$ cat config.mk
export PLATFORM = sky130hd
export DESIGN_NAME = neuron_compute_layer1_12_flat
export DESIGN_NICKNAME = d
export VERILOG_FILES = /design/src/rtl/neuron_pkg.sv /design/src/rtl/neuron_compute_layer1_12_if.sv /design/src/rtl/neuron_postproc.sv /design/src/rtl/neuron_compute_layer1_12.sv /design/src/flat_wrapper.sv
export SDC_FILE = /design/constraint.sdc
export NUM_CORES = 1
export LEC_CHECK = 0
export ABC_AREA = 1
export CORE_AREA = 5 5 265 138
export DETAILED_ROUTE_END_ITERATION = 7
export DIE_AREA = 0 0 270 143
export SLEW_MARGIN = 20
export SYNTH_ARGS = -nofsm -noshare
export SYNTH_HDL_FRONTEND = slang
export SYNTH_SLANG_ARGS = --single-unit
$ cat constraint.sdc
create_clock -name clk -period 11.7 [get_ports clk]
set_input_delay 1.17 -clock clk [delete_from_list [all_inputs] [get_ports clk]]
set_output_delay 1.17 -clock clk [all_outputs]
set_load 0.01 [all_outputs]
$ cat src/rtl/neuron_pkg.sv
// rtl/neuron_pkg.sv - shared state encoding and width helpers for the neuron compute layers
package neuron_pkg;

    typedef enum logic [2:0] {
        ST_IDLE = 3'd0,
        ST_LOAD = 3'd1,
        ST_MAC  = 3'd2,
        ST_BIAS = 3'd3,
        ST_DONE = 3'd4
    } state_t;

    // Wide enough that a full dot product plus aligned bias can never wrap
    function automatic int acc_width(input int w, input int in_size);
        return 2 * w + $clog2(in_size + 1) + 1;
    endfunction

    function automatic int sat_max(input int w);
        return (1 << (w - 1)) - 1;
    endfunction

endpackage

$ cat src/rtl/neuron_compute_layer1_12_if.sv
// rtl/neuron_compute_layer1_12_if.sv - request, loader and result signals of the layer-1 compute stage
interface neuron_compute_layer1_12_if #(
    parameter int IN_SIZE  = 1,
    parameter int OUT_SIZE = 8,
    parameter int W        = 8
);
    localparam int TOTAL_WEIGHTS = IN_SIZE * OUT_SIZE;

    logic                       start;
    logic [IN_SIZE*W-1:0]       x_in;
    logic                       load_start;
    logic [OUT_SIZE*W-1:0]      bias_vec;
    logic                       bias_done;
    logic [TOTAL_WEIGHTS*W-1:0] weight_vec;
    logic                       weight_done;
    logic [OUT_SIZE*W-1:0]      data_out;
    logic                       busy;
    logic                       done;

    modport master (
        output start, x_in, bias_vec, bias_done, weight_vec, weight_done,
        input  load_start, data_out, busy, done
    );

    modport slave (
        input  start, x_in, bias_vec, bias_done, weight_vec, weight_done,
        output load_start, data_out, busy, done
    );

endinterface

$ cat src/rtl/neuron_postproc.sv
// rtl/neuron_postproc.sv - bias alignment, fraction shift, ReLU and saturation of one accumulator
module neuron_postproc
    import neuron_pkg::*;
#(
    parameter int W         = 8,
    parameter int FRAC_BITS = 4,
    parameter int ACC_W     = acc_width(8, 1)
) (
    input  logic signed [ACC_W-1:0] acc,
    input  logic signed [W-1:0]     bias,
    output logic        [W-1:0]     y
);
    localparam int SUM_W = ACC_W + 1;
    localparam logic signed [SUM_W-1:0] SAT_LIM = SUM_W'(sat_max(W));

    logic signed [SUM_W-1:0] bias_al;
    logic signed [SUM_W-1:0] sum;
    logic signed [SUM_W-1:0] shifted;

    always_comb begin
        bias_al = SUM_W'(bias) <<< FRAC_BITS;
        sum     = SUM_W'(acc) + bias_al;
        shifted = sum >>> FRAC_BITS;
        if (shifted < 0) begin
            y = '0;
        end else if (shifted > SAT_LIM) begin
            y = W'(SAT_LIM);
        end else begin
            y = W'(shifted);
        end
    end

endmodule

$ cat src/rtl/neuron_compute_layer1_12.sv
// rtl/neuron_compute_layer1_12.sv - layer-1 sequential MAC neuron stage driving the layer-2 activation vector
module neuron_compute_layer1_12
    import neuron_pkg::*;
#(
    parameter int IN_SIZE       = 1,
    parameter int OUT_SIZE      = 8,
    parameter int W             = 8,
    parameter int FRAC_BITS     = 4,
    parameter int TOTAL_WEIGHTS = IN_SIZE * OUT_SIZE
) (
    input logic                       clk,
    input logic                       rst,
    neuron_compute_layer1_12_if.slave bus
);
    localparam int ACC_W = acc_width(W, IN_SIZE);
    localparam int IW    = (IN_SIZE > 1) ? $clog2(IN_SIZE) : 1;
    localparam int OW    = (OUT_SIZE > 1) ? $clog2(OUT_SIZE) : 1;

    state_t                  state;
    state_t                  state_nxt;
    logic [IW-1:0]           i_cnt;
    logic [OW-1:0]           o_cnt;
    logic signed [ACC_W-1:0] acc;
    logic [OUT_SIZE*W-1:0]   data_q;
    logic                    load_start_q;

    logic signed [W-1:0]        x_arr [2**IW];
    logic signed [W-1:0]        w_arr [2**OW][2**IW];
    logic signed [W-1:0]        b_arr [2**OW];
    logic [TOTAL_WEIGHTS*W-1:0] weight_flat;
    logic signed [2*W-1:0]      prod;
    logic [W-1:0]               y;
    logic                       last_i;
    logic                       last_o;
    logic                       loaded;
    logic                       launch;

    assign weight_flat = bus.weight_vec;

    // Power-of-two padded views so the counters index without range checks
    always_comb begin
        for (int a = 0; a < 2**OW; a++) begin
            b_arr[a] = '0;
            for (int b = 0; b < 2**IW; b++) begin
                w_arr[a][b] = '0;
            end
        end
        for (int b = 0; b < 2**IW; b++) begin
            x_arr[b] = '0;
        end
        for (int b = 0; b < IN_SIZE; b++) begin
            x_arr[b] = bus.x_in[b*W +: W];
        end
        for (int a = 0; a < OUT_SIZE; a++) begin
            b_arr[a] = bus.bias_vec[a*W +: W];
            for (int b = 0; b < IN_SIZE; b++) begin
                w_arr[a][b] = weight_flat[(a*IN_SIZE+b)*W +: W];
            end
        end
    end

    assign prod   = x_arr[i_cnt] * w_arr[o_cnt][i_cnt];
    assign last_i = (i_cnt == IW'(IN_SIZE - 1));
    assign last_o = (o_cnt == OW'(OUT_SIZE - 1));
    assign loaded = bus.bias_done && bus.weight_done;
    assign launch = ((state == ST_IDLE) || (state == ST_DONE)) && bus.start;

    always_comb begin
        state_nxt = state;
        bus.busy  = 1'b0;
        bus.done  = 1'b0;
        unique case (state)
            ST_IDLE: begin
                if (bus.start) state_nxt = ST_LOAD;
            end
            ST_LOAD: begin
                bus.busy = 1'b1;
                if (loaded) state_nxt = ST_MAC;
            end
            ST_MAC: begin
                bus.busy = 1'b1;
                if (last_i) state_nxt = ST_BIAS;
            end
            ST_BIAS: begin
                bus.busy  = 1'b1;
                state_nxt = last_o ? ST_DONE : ST_MAC;
            end
            ST_DONE: begin
                bus.done = 1'b1;
                if (bus.start) state_nxt = ST_LOAD;
            end
            default: state_nxt = ST_IDLE;
        endcase
    end

    always_ff @(posedge clk) begin
        if (rst) begin
            state        <= ST_IDLE;
            i_cnt        <= '0;
            o_cnt        <= '0;
            acc          <= '0;
            data_q       <= '0;
            load_start_q <= 1'b0;
        end else begin
            state        <= state_nxt;
            load_start_q <= launch;
            unique case (state)
                ST_LOAD: begin
                    if (loaded) begin
                        acc   <= '0;
                        i_cnt <= '0;
                        o_cnt <= '0;
                    end
                end
                ST_MAC: begin
                    acc <= acc + ACC_W'(prod);
                    if (!last_i) i_cnt <= i_cnt + IW'(1);
                end
                ST_BIAS: begin
                    data_q[int'(o_cnt)*W +: W] <= y;
                    acc   <= '0;
                    i_cnt <= '0;
                    if (!last_o) o_cnt <= o_cnt + OW'(1);
                end
                default: ;
            endcase
        end
    end

    neuron_postproc #(
        .W         (W),
        .FRAC_BITS (FRAC_BITS),
        .ACC_W     (ACC_W)
    ) u_postproc (
        .acc  (acc),
        .bias (b_arr[o_cnt]),
        .y    (y)
    );

    assign bus.load_start = load_start_q;
    assign bus.data_out   = data_q;

endmodule

$ cat src/flat_wrapper.sv
// flat-port wrapper written by rule: the top's interface ports become plain ports
module neuron_compute_layer1_12_flat import neuron_pkg::*;
#(
    parameter int IN_SIZE       = 1,
    parameter int OUT_SIZE      = 8,
    parameter int W             = 8,
    parameter int FRAC_BITS     = 4,
    parameter int TOTAL_WEIGHTS = IN_SIZE * OUT_SIZE
)
  (clk, rst, bus_start, bus_x_in, bus_bias_vec, bus_bias_done, bus_weight_vec, bus_weight_done, bus_load_start, bus_data_out, bus_busy, bus_done);
  neuron_compute_layer1_12_if #(.IN_SIZE(IN_SIZE), .OUT_SIZE(OUT_SIZE), .W(W)) bus_i ();
  input logic clk;
  input logic rst;
  input wire logic [$bits(bus_i.start)-1:0] bus_start;
  input wire logic [$bits(bus_i.x_in)-1:0] bus_x_in;
  input wire logic [$bits(bus_i.bias_vec)-1:0] bus_bias_vec;
  input wire logic [$bits(bus_i.bias_done)-1:0] bus_bias_done;
  input wire logic [$bits(bus_i.weight_vec)-1:0] bus_weight_vec;
  input wire logic [$bits(bus_i.weight_done)-1:0] bus_weight_done;
  output wire logic [$bits(bus_i.load_start)-1:0] bus_load_start;
  output wire logic [$bits(bus_i.data_out)-1:0] bus_data_out;
  output wire logic [$bits(bus_i.busy)-1:0] bus_busy;
  output wire logic [$bits(bus_i.done)-1:0] bus_done;
  assign bus_i.start = bus_start;
  assign bus_i.x_in = bus_x_in;
  assign bus_i.bias_vec = bus_bias_vec;
  assign bus_i.bias_done = bus_bias_done;
  assign bus_i.weight_vec = bus_weight_vec;
  assign bus_i.weight_done = bus_weight_done;
  assign bus_load_start = bus_i.load_start;
  assign bus_data_out = bus_i.data_out;
  assign bus_busy = bus_i.busy;
  assign bus_done = bus_i.done;
  neuron_compute_layer1_12 #(.IN_SIZE(IN_SIZE), .OUT_SIZE(OUT_SIZE), .W(W), .FRAC_BITS(FRAC_BITS), .TOTAL_WEIGHTS(TOTAL_WEIGHTS)) u_core (.clk(clk), .rst(rst), .bus(bus_i));
endmodule
==> results of run 1 <==
-- cells by family (layout without fill, tap and decap cells) --
logic type / Yosys count / after routing
XOR/XNOR: 14 / 14
AO/OA/AOI/OAI: 279 / 279
buffers and inverters: 205 / 396
adder cells (fa/ha/maj): 141 / 141
flip-flops: 89 / 89
AND/OR/NAND/NOR: 413 / 413
-- state kept, by name, summed over array words and instances, names as in the netlist --
| register | cells |
|---|---|
| u_core.state | 3 |
| u_core.bus.data_out | 64 |
| u_core.acc | 18 |
| u_core.o_cnt | 3 |
| u_core.bus.load_start | 1 |
-- power breakdown --
group | internal (W) | switching (W)
Sequential | 0.000325 | 0.0000304
Clock | 0.000146 | 0.000134
Combinational | 0.00116 | 0.00182
-- worst max-delay path: stages --
cell             delay, ns
clkdlybuf4s50_1       0.45
o21ai_0               0.07
o221ai_1              0.20
nand2_1               0.18
nor2_1                0.85
inv_1                 0.15
fa_1                  0.55
inv_1                 0.05
fa_1                  0.52
fa_1                  0.44
fa_1                  0.57
fa_1                  0.43
ha_1                  0.36
nand2_1               0.09
o21ai_0               0.27
nand2_1               0.09
nand3_1               0.20
a211oi_1              0.13
or2_2                 0.30
nand2_1               0.07
a21oi_1               0.05
-- metrics by stage --
stage	instances	total power [W]	setup slack (ns)
after floorplan	1141	0.002638	5.528
after global placement	1766	0.003279	4.495
after detailed placement	1766	0.003316	4.424
after CTS	1782	0.003629	4.800
after global routing	1782	0.004125	4.381
final	1782	0.003615	4.730
-- cells in the mapped netlist, types with 9 or more instances --
cell type / count / area, um2
xnor2_1: 9 / 78.83
fa_1: 81 / 1622
nand3_1: 40 / 200.2
o22ai_1: 16 / 100.1
nand2_1: 162 / 608.1
nand4_1: 12 / 75.07
ha_1: 60 / 750.7
nor2_1: 154 / 578.1
inv_1: 155 / 581.8
o21ai_0: 132 / 660.6
nor3_1: 17 / 85.08
a21oi_1: 100 / 500.5
dfxtp_1: 89 / 1782
clkbuf_1: 29 / 108.9
buf_2: 10 / 50.05
-- final cells by class --
class / instances / area, um2
Inverter: 159 / 596.8
Tap cell: 450 / 563.0
Clock buffer: 9 / 225.2
Fill cell: 3576 / 22750
Clock inverter: 7 / 52.55
Multi-Input combinational cell: 847 / 5783
Timing Repair Buffer: 221 / 2177
Sequential cell: 89 / 1783
-- how the worst max path moves through the flow --
stage | to | slack, ns
2_1_floorplan | u_core.acc[11] | 5.53
5_1_grt | u_core.acc[17] | 4.38
3_3_place_gp | u_core.acc[17] | 4.49
3_5_place_dp | u_core.acc[17] | 4.42
4_1_cts | u_core.acc[17] | 4.80
6_report | u_core.acc[17] | 4.73
-- layer usage --
| layer | part of all wire, % | up-vias | global-route usage, % |
|---|---|---|---|
| met5 | 0 | - | 0 |
| met4 | 0.67 | 0 | 1.570 |
| met3 | 8.0 | 20 | 3.828 |
| met2 | 40 | 294 | 21.30 |
| met1 | 51 | 3856 | 22.15 |
| li1 | - | 4099 | - |
==> flow_metrics.env, run 1 <==
export IMPL_outcome="finished, final reports clean"
export IMPL_synth_top_family_by_area="adder cells"
export IMPL_num_rows=48
export IMPL_cp_data_required_time_ns=11.92
export IMPL_critPathMaxFanout=11
export IMPL_ant_nets=0
export IMPL_synthXorXnorAreaFrac_pct=1.555
export IMPL_final_cell_mix="clkdlybuf4s50_1 (207), nand2_1 (162), nor2_1 (154), inv_1 (154), o21ai_0 (132)"
export IMPL_numCtsBuffers=9
export IMPL_clk_transition_reported_paths_ns=0.07
export IMPL_final_common_cell="clkdlybuf4s50_1"
export IMPL_holdPathEnd="u_core.acc[1]"
export IMPL_ir_drop_v=0.0003922
export IMPL_dieArea_um2=38610
export IMPL_tightest_slew_ns=1.086
export IMPL_fin_crit_sh_pct=59.57
export IMPL_hpwl_mm=23.15
export IMPL_yosys_cell_types_count=40
export IMPL_synth_edff_count=0
export IMPL_num_nets_final=1609
export IMPL_drc_errors=0
export IMPL_synthAdderAreaFrac_pct=28.35
export IMPL_grt_max_degree=74
export IMPL_ff2ff_path_depth=23
export IMPL_synth_area_um2=8369
export IMPL_max_slew_margin_pct=27.32
export IMPL_critical_path_arrival_ns=7.19
export IMPL_post_cts_buffers=0
export IMPL_core_um2=33930
export IMPL_p_leak_nw=4.922
export IMPL_grt_antenna_before_repair=0
export IMPL_hold_path_startpoint="u_core.acc[1]"
export IMPL_post_route_util_pct=32.95
export IMPL_wire_per_inst_um=15.95
export IMPL_cts_resized=0
export IMPL_clockRootBuffer="clkbuf_16"
export IMPL_rrSetupSlack_ns=4.98
export IMPL_synthMuxAreaShare_pct=0
export IMPL_hold_ws_ns=0.4660
export IMPL_antenna_cells=0
export IMPL_gr_usage_all_layers_pct=14.57
export IMPL_dieHeight_um=143
export IMPL_setup_tns_ns=0
export IMPL_yosys_area_share_simple_pct=21.15
export IMPL_post_dp_cell_area_um2=10900
export IMPL_power_density_nw_per_um2=323.4
export IMPL_clock_sinks=89
export IMPL_hold_viol_final=0
export IMPL_drv_cap=0
export IMPL_final_layout_size_suffix_gt1_share_pct=4.054
export IMPL_hold_depth=2
export IMPL_design_area_um2=11180
export IMPL_r2r_end="u_core.acc[17]"
export IMPL_syn_num_nets=1423
export IMPL_grt_pass1_vias=7908
export IMPL_period_needed_ns=6.970
export IMPL_vias_per_cell=4.640
export IMPL_yosysSeqAreaShare_pct=21.29
export IMPL_endpoint_kind="flip-flop"
export IMPL_path_class="input port to flip-flop"
export IMPL_synth_warnings=0
export IMPL_pin_count=208
export IMPL_syn_avg_cell_area_um2=7.335
export IMPL_htree_levels=3
export IMPL_maxClockFrequency_mhz=143.5
export IMPL_synth_seq_cells=89
export IMPL_synthArstFlopShare_pct=0
export IMPL_cts_tree="built"
export IMPL_setup_viol=0
export IMPL_syn_inst=1141
export IMPL_drv_slew=0
export IMPL_hold_buffers=0
export IMPL_die_w_um=270
export IMPL_cts_max_path_buffers=2
export IMPL_synth_compound_area_share_pct=18.04
export IMPL_crit_start="bus_weight_vec[16]"
export IMPL_grt_ovfl_total=0
export IMPL_hp_class="flip-flop to flip-flop"
export IMPL_route_vias_total=8269
export IMPL_grt_pass1_wl_mm=45.27
export IMPL_reg2reg_from="u_core.o_cnt[1]"
export IMPL_drtIter0Drc=608
export IMPL_place_congestion=0.8896
export IMPL_initial_core_util_pct=24.66
export IMPL_insertion_delay_ns=0.36
export IMPL_start_kind="input port"
export IMPL_rsz0062_at_grt="no"
export IMPL_fin_skew_ns=0.009733
export IMPL_routed_wl_mm=28.42
export IMPL_io_buffers=207
export IMPL_dr_pass1_iters=5
export IMPL_synthFlopType="dfxtp_1"
export IMPL_area_delta_synth_final_pct=33.59
Power figures use the tool's default switching activity.
==> run 2, diff against run 1 <==
Clock period 11.7 ns to 6 ns, I/O delays scaled along.
==> run 2 against run 1 <==
  * Total power rose by 100%
  * Critical path depth grew 3
  * Sequential power increased by 93%
  * Die area did not move
  * Routed wire length is 1.7% higher
  * Cell area grew 1.7%
  * Count of clock-buffer cells in the layout increased by 2
  * Global-route usage grew 0.33 points
  * Register-to-register slack worse by 4.6 ns
  * Combinational power up 100%
  * Via count grew 2.2%
  * Flip-flop and latch count unchanged
  * Largest power group unchanged
==> flow_metrics.env, run 2 (same netlist as run 1, synthesis figures left out) <==
export IMPL_tightest_slew_ns=1.118
export IMPL_die_w_um=270
export IMPL_max_slew_margin_pct=25.18
export IMPL_dieArea_um2=38610
export IMPL_final_layout_size_suffix_gt1_share_pct=5.704
export IMPL_area_delta_synth_final_pct=35.83
export IMPL_largest_reg_flops=64
export IMPL_antenna_cells=0
export IMPL_final_common_cell="clkdlybuf4s50_1"
export IMPL_core_um2=33930
export IMPL_io_buffers=207
export IMPL_cts_tree="built"
export IMPL_critPathMaxFanout=4
export IMPL_endpoint_kind="flip-flop"
export IMPL_cp_top_family="adder cells"
export IMPL_period_needed_ns=5.671
export IMPL_initial_core_util_pct=24.66
export IMPL_highest_layer="met4"
export IMPL_route_vias_total=8452
export IMPL_critical_path_arrival_ns=5.89
export IMPL_hold_ws_ns=0.4650
export IMPL_cpMaxStageDelayCell="fa_1"
export IMPL_final_cell_mix="clkdlybuf4s50_1 (207), nand2_1 (160), inv_1 (154)"
export IMPL_setup_tns_ns=0
export IMPL_setup_viol=0
export IMPL_grt_pass1_vias=8146
export IMPL_design_area_um2=11370
export IMPL_clockRootBuffer="clkbuf_16"
export IMPL_hp_class="flip-flop to flip-flop"
export IMPL_vias_per_cell=4.696
export IMPL_post_dp_cell_area_um2=11060
export IMPL_power_density_nw_per_um2=644.0
export IMPL_hpwl_mm=23.73
export IMPL_insertion_delay_ns=0.35
export IMPL_path_class="input port to flip-flop"
export IMPL_ir_drop_v=0.0007126
export IMPL_fin_skew_ns=0.009190
export IMPL_total_power_w=0.007321
export IMPL_num_nets_final=1627
export IMPL_outcome="finished, final reports clean"
export IMPL_place_congestion=0.9460
export IMPL_dieHeight_um=143
export IMPL_grt_max_degree=68
export IMPL_routed_wl_mm=28.92
export IMPL_cts_max_path_buffers=2
export IMPL_fin_crit_sh_pct=94.51
export IMPL_wl_met2_mm=11.57
export IMPL_htree_levels=3
export IMPL_drc_errors=0
export IMPL_hold_viol_final=0
export IMPL_dr_pass1_iters=5
export IMPL_drv_cap=0
export IMPL_ant_nets=0
export IMPL_clk_transition_reported_paths_ns=0.06
export IMPL_numCtsBuffers=9
export IMPL_wl_met1_mm=15.07
export IMPL_grt_ovfl_total=0
export IMPL_hold_buffers=0
export IMPL_met3_length_mm=2.185
export IMPL_pin_count=208
export IMPL_clock_sinks=89
export IMPL_start_kind="input port"
export IMPL_slowest_delay_ns=0.56
export IMPL_drtIter0Drc=590
export IMPL_final_cells=1800
export IMPL_dp_cells=1784
export IMPL_wire_per_inst_um=16.07
export IMPL_cp_data_required_time_ns=6.22
export IMPL_p_leak_nw=5.016
export IMPL_gr_usage_all_layers_pct=14.90
export IMPL_maxClockFrequency_mhz=176.3
export IMPL_num_rows=48
export IMPL_cp_cell_sequence="clkdlybuf4s50_1 > o21ai_0 > o22ai_1 > nand2_1 > nand2_1 > inv_1 > nor2_1 > buf_4 > fa_1 > inv_1 > fa_1 > inv_1 > fa_1 > fa_1 > ha_1 > ha_1 > nand2_1 > nor3_2 > nand3_1 > nand3_1 > a211oi_1 > or2_2 > nand2_1 > a21oi_1"
export IMPL_grt_pass1_wl_mm=46.02
export IMPL_drv_slew=0
export IMPL_grt_antenna_before_repair=0
export IMPL_path_buf_inv=5
[run 2: cell types whose count changed in the layout (fill, tap and decap cells not counted), moves of 2 or more]
cell / delta
buf_12: +2
inv_6: -3
o21ai_0: -2
nand2_2: +2
buf_4: +16
nand2_1: -2
o21ai_1: +2
clkbuf_8: +2
[run 2: what timing repair did]
action,4_1_cts,5_1_grt
buffers inserted,0,0
gates resized for setup,0,7
setup endpoints to repair,0,5
[run 2: worst min-delay path: stages, from the launching register on]
cell and delay [ns]:
dfxtp_1 0.31, nand2_1 0.06, a21oi_1 0.05
[run 2: metrics by stage]
step	utilization (%)	setup WS, ns
after global routing	33.50	-0.003171
after global placement	32.60	0.02633
after floorplan	-	0.1225
final	33.50	0.3293
after CTS	33.46	0.3045
after detailed placement	32.60	-0.02402
[run 2: per-layer routing]
layer  track usage, %  vias up
met2            21.26      285
met5                0        -
met3            3.862       14
li1                 -     4143
met4            1.028        0
met1            23.32     4010
[run 2: cell type report]
class | instances | area [um2]
clock inverters | 5 | 37.54
clock buffers | 11 | 252.7
multi-input cells | 847 | 5798
flip-flops and latches | 89 | 1783
fillers | 3594 | 22560
well taps | 450 | 563.0
repair buffers | 239 | 2337
inverters | 159 | 596.8
[run 2: worst paths after layout]
check	to	cells after the start	slack (ns)	startpoint
worst max-delay path	u_core.acc[17]	24	0.33	bus_weight_vec[51]
worst min-delay path	u_core.acc[3]	2	0.47	u_core.acc[3]
worst max register to register	u_core.acc[17]	25	0.34	u_core.o_cnt[0]
worst min register to register	u_core.acc[3]	2	0.47	u_core.acc[3]
[run 2: where the power goes]
group / switching (W) / leakage, nW / internal [W]
clock network: 0.000248 / 0.138 / 0.000305
registers: 0.0000513 / 0.719 / 0.000633
logic: 0.00368 / 4.16 / 0.00240
